$ cat src/rtl/fsb_term.sv
// 68000 front-side-bus cycle terminator. It has per-region wait states, an optional
// external ready, autovector acknowledge and a bus-error timeout.
module fsb_term #(
  parameter int NREG      = 4,
  parameter int WSW       = 3,
  parameter int TOW       = 8,
  parameter int TO_CYCLES = 200
) (
  input  logic                FCLK,
  input  logic                RES,
  input  logic                nAS_FSB,
  input  logic                IACS,
  input  logic [NREG-1:0]     CS,
  input  logic [NREG*WSW-1:0] WSCNT,
  input  logic [NREG-1:0]     EXTEN,
  input  logic [NREG-1:0]     Ready,
  output logic                nDTACK_FSB,
  output logic                nVPA_FSB,
  output logic                nBERR_FSB,
  output logic                BACT,
  output logic [3:1]          BACTr,
  output logic                WS
);

  localparam int RW = (NREG > 1) ? $clog2(NREG) : 1;
  localparam logic [TOW-1:0] TO_LAST = TOW'(TO_CYCLES - 1);

  typedef enum logic [1:0] {
    IDLE = 2'd0,
    WAIT = 2'd1,
    TERM = 2'd2,
    BERR = 2'd3
  } state_t;

  state_t           state_q, state_d;
  logic             as_q;
  logic [3:1]       bactr_q;
  logic             iacs_q, iacs_d;
  logic             hit_q, hit_d;
  logic             exten_q, exten_d;
  logic [RW-1:0]    region_q, region_d;
  logic [WSW-1:0]   wcnt_q, wcnt_d;
  logic [TOW-1:0]   tcnt_q, tcnt_d;
  logic             ndtack_q, ndtack_d;
  logic             nvpa_q, nvpa_d;
  logic             nberr_q, nberr_d;
  logic             ws_q, ws_d;

  logic [RW-1:0]    selIdx;
  logic             selHit;
  logic             termOk;

  // Lowest-numbered asserted chip select wins when regions overlap.
  always_comb begin
    selIdx = '0;
    selHit = 1'b0;
    for (int i = NREG - 1; i >= 0; i--) begin
      if (CS[i]) begin
        selIdx = RW'(i);
        selHit = 1'b1;
      end
    end
  end

  assign termOk = iacs_q ||
                  (hit_q && (wcnt_q == '0) && (!exten_q || Ready[region_q]));

  always_comb begin
    state_d  = state_q;
    iacs_d   = iacs_q;
    hit_d    = hit_q;
    exten_d  = exten_q;
    region_d = region_q;
    wcnt_d   = wcnt_q;
    tcnt_d   = tcnt_q;

    unique case (state_q)
      IDLE: begin
        if (as_q && !bactr_q[1]) begin
          iacs_d   = IACS;
          hit_d    = selHit;
          region_d = selIdx;
          exten_d  = EXTEN[selIdx];
          wcnt_d   = (IACS || !selHit) ? '0 : WSCNT[selIdx*WSW +: WSW];
          tcnt_d   = '0;
          state_d  = WAIT;
        end
      end
      WAIT: begin
        if (!as_q) begin
          state_d = IDLE;
        end else if (termOk) begin
          state_d = TERM;
        end else if (tcnt_q == TO_LAST) begin
          state_d = BERR;
        end else begin
          wcnt_d = (wcnt_q != '0) ? wcnt_q - WSW'(1) : '0;
          tcnt_d = tcnt_q + TOW'(1);
        end
      end
      TERM: begin
        if (!as_q) state_d = IDLE;
      end
      BERR: begin
        if (!as_q) state_d = IDLE;
      end
      default: state_d = IDLE;
    endcase

    // Strobes are derived from the next state so the pins come straight off flops.
    ws_d     = (state_d == WAIT);
    ndtack_d = !((state_d == TERM) && !iacs_d);
    nvpa_d   = !((state_d == TERM) && iacs_d);
    nberr_d  = !(state_d == BERR);
  end

  always_ff @(posedge FCLK) begin
    if (RES) begin
      state_q  <= IDLE;
      as_q     <= 1'b0;
      bactr_q  <= '0;
      iacs_q   <= 1'b0;
      hit_q    <= 1'b0;
      exten_q  <= 1'b0;
      region_q <= '0;
      wcnt_q   <= '0;
      tcnt_q   <= '0;
      ndtack_q <= 1'b1;
      nvpa_q   <= 1'b1;
      nberr_q  <= 1'b1;
      ws_q     <= 1'b0;
    end else begin
      state_q  <= state_d;
      as_q     <= !nAS_FSB;
      bactr_q  <= {bactr_q[2:1], as_q};
      iacs_q   <= iacs_d;
      hit_q    <= hit_d;
      exten_q  <= exten_d;
      region_q <= region_d;
      wcnt_q   <= wcnt_d;
      tcnt_q   <= tcnt_d;
      ndtack_q <= ndtack_d;
      nvpa_q   <= nvpa_d;
      nberr_q  <= nberr_d;
      ws_q     <= ws_d;
    end
  end

  assign BACT       = as_q;
  assign BACTr      = bactr_q;
  assign WS         = ws_q;
  assign nDTACK_FSB = ndtack_q;
  assign nVPA_FSB   = nvpa_q;
  assign nBERR_FSB  = nberr_q;

endmodule

$ cat config.mk
export PLATFORM = sky130hd
export DESIGN_NAME = fsb_term
export DESIGN_NICKNAME = d
export VERILOG_FILES = /design/src/rtl/fsb_term.sv
export SDC_FILE = /design/constraint.sdc
export NUM_CORES = 1
export LEC_CHECK = 0
export CAP_MARGIN = 20
export CELL_PAD_IN_SITES_DETAIL_PLACEMENT = 1
export CELL_PAD_IN_SITES_GLOBAL_PLACEMENT = 2
export CORE_MARGIN = 5
export CORE_UTILIZATION = 29
export DETAILED_ROUTE_END_ITERATION = 16
export PLACE_DENSITY = 0.85
export RECOVER_POWER = 100
export SYNTH_ARGS = -nofsm -noshare
export SYNTH_HDL_FRONTEND = slang
export SYNTH_SLANG_ARGS = --single-unit
$ cat constraint.sdc
create_clock -name FCLK -period 2.53 [get_ports FCLK]
set_clock_uncertainty 0.05 [all_clocks]
set_input_delay 0.506 -clock FCLK [delete_from_list [all_inputs] [get_ports FCLK]]
set_output_delay 0.506 -clock FCLK [all_outputs]
set_load 0.03 [all_outputs]
==> flow_summary.ini <==
[clocking]
cts_tree = built
numCtsBuffers = 3
clk_pin_slew_worst_paths_ns = 0.09
post_cts_resized = 0
cts_buffer_depth = 2
ctsHoldBuffers = 0
post-cts-setup-buffers = 0
htreeDepth = 1
cts_sinks = 26
root_buffer = clkbuf_8
worstSkewPairLatency_ns = 0.27

[worst_setup_path]
cp_top_family = buffers and inverters
required_ns = 2.63
worst-setup-path-type = in -> reg
critical_path_buf_inv_count = 1
cp.arrival_ns = 2.38
path_cells = dlygate4sd3_1 > nor3_1 > mux4_2 > a221oi_1 > a211oi_1
slowest_stage = dlygate4sd3_1
cp-end-kind = register
cpPeakStageDelay_ns = 0.58
crit_path_start_kind = input pin
crit_fanout = 5

[floorplan]
io-pin-count = 36
core_area_um2 = 4410
dieArea_um2 = 6040
start_util_pct = 30.1
placement_rows = 24
chipWidth_um = 77.7
dieHeight_um = 77.7

[placement]
portBuffers = 35
placed_cell_area_um2 = 1770
hpwlAfterDp_um = 2820
dp_cells = 222
gp_congestion = 0.778

[pwr]
power_density_nw_per_um2 = 515
ir_worst_vdd_uv = 322
p_leak_nw = 0.658

[synth]
yosysUniqueCellTypes = 42
synthesis.area_um2 = 1330
ys_seq_elements = 26
ys.warnings.count = 0
synth_area_leaders = dfxtp_1, nor2_1, mux4_2, mux2i_1, a221oi_2
synth_largest_area_cell = dfxtp_1
synthCells = 134
synth_area_per_cell_um2 = 9.93
synth_top_area_share_pct = 39.1
synth_nets = 165
yosysSeqAreaShare_pct = 39.1

[layout]
final_common_cell = dfxtp_1
fin_util_pct = 40.8
n_antenna_cell = 0
final_nets = 206
syn_to_final_growth_pct = 35.3
final_cells = 226
mostFrequentLayoutCells = dfxtp_1, clkdlybuf4s50_1, nor2_1
final_layout_size_suffix_gt1_share_pct = 13.8
final_cell_area_um2 = 1800

[timing]
fin_crit_ns = 2.28
setup_violations = 0
slew_violations = 0
rsz0062_at_grt = false
hold_viol = 0
relSlewSlack_pct = 58.2
tns_ns = 0
fmax_mhz = 438
min_period_over_period_pct = 90.3
worst_pin_slew_ns = 0.622

[drt]
vias = 1148
wl_per_cell_um = 15.1
wl_um = 3410
drtIter0Drc = 30
ant_nets = 0
drc = 0
drt-vias-per-instance = 5.08
first_pass_iters = 3

[global_route]
antenna_found_initial = 0
grt_pass1_wl_um = 5980
grt_pass1_vias = 1326
overflow = 0
grt_max_degree = 16
track_usage_pct = 12.1

[status]
outcome = complete, no violations

[worst_hold_path]
min_path_type = reg -> reg

[run]
drv_cap = 0
## flip-flops by register name, indices dropped and copies added, names as in the netlist, 2 cells and up
name      count
tcnt_q        8
BACTr         3
wcnt_q        3
region_q      2
state_q       2
## path summary, 6_finish.rpt
check	endpoint	slack, ns	depth (start not counted)	start
min reg2reg	BACTr[3]	0.42	1	BACTr[2]
max reg2reg	wcnt_q[0]	0.42	7	wcnt_q[0]
min	BACTr[3]	0.42	1	BACTr[2]
max	wcnt_q[2]	0.25	5	CS[1]
## per-layer routing
metal,global-route usage [%],share of wire [%]
met1,13.2,40
met2,22.9,55
met3,2.66,4.2
met4,3.61,0.50
met5,0,0
## layout make-up
type	instances	area, um2
well taps	52	65.1
repair buffers	40	380
flip-flops and latches	26	520
clock inverters	1	30.0
clock buffers	3	41.3
multi-input cells	96	732
inverters	8	30.0
fillers	502	2620
## report_power, final
part | total (W) | switching, W | internal, W
combinational | 0.000150 | 0.0000701 | 0.0000802
clock | 0.000346 | 0.000135 | 0.000212
sequential | 0.000430 | 0.00000903 | 0.000421
## per-stage QoR
step | hold slack [ns] | setup WS, ns | total power [W]
3_3_place_gp | 0.407 | 0.136 | 0.000597
4_1_cts | 0.424 | 0.384 | 0.000950
5_1_grt | 0.445 | 0.138 | 0.000973
6_report | 0.417 | 0.245 | 0.000927
2_1_floorplan | 0.409 | 0.592 | 0.000525
3_5_place_dp | 0.408 | 0.0894 | 0.000604
## cells by family after synthesis
family / synth area share, %
simple gates: 23.9
flops: 39.1
compound gates: 16.9
buf+inv: 3.48
mux: 10.4
xor+xnor: 3.29
fa+ha+maj: 2.82
## synth_stat cells (all sizes together)
| master | number |
|---|---|
| dfxtp | 26 |
| nor2 | 18 |
| a21oi | 8 |
| inv | 8 |
| mux2i | 6 |
| nor3 | 6 |
| nand2 | 5 |
| nand3 | 5 |
| a221oi | 4 |
| nor2b | 4 |
| xnor2 | 4 |
| clkbuf | 3 |
| ha | 3 |
| mux4 | 3 |
| o211ai | 3 |
| a211oi | 2 |
| nand3b | 2 |
| nand4 | 2 |
| nor4 | 2 |
| nor4b | 2 |
| o21ai | 2 |
| a221o | 1 |
| a311o | 1 |
| a311oi | 1 |
| a31o | 1 |
| and2 | 1 |
| and3b | 1 |
| and4 | 1 |
| buf | 1 |
| mux2 | 1 |
| nand2b | 1 |
| nand4b | 1 |
| nor3b | 1 |
| o211a | 1 |
| or2 | 1 |
| or3 | 1 |
| xor2 | 1 |
(Power assumes the default switching activity.)
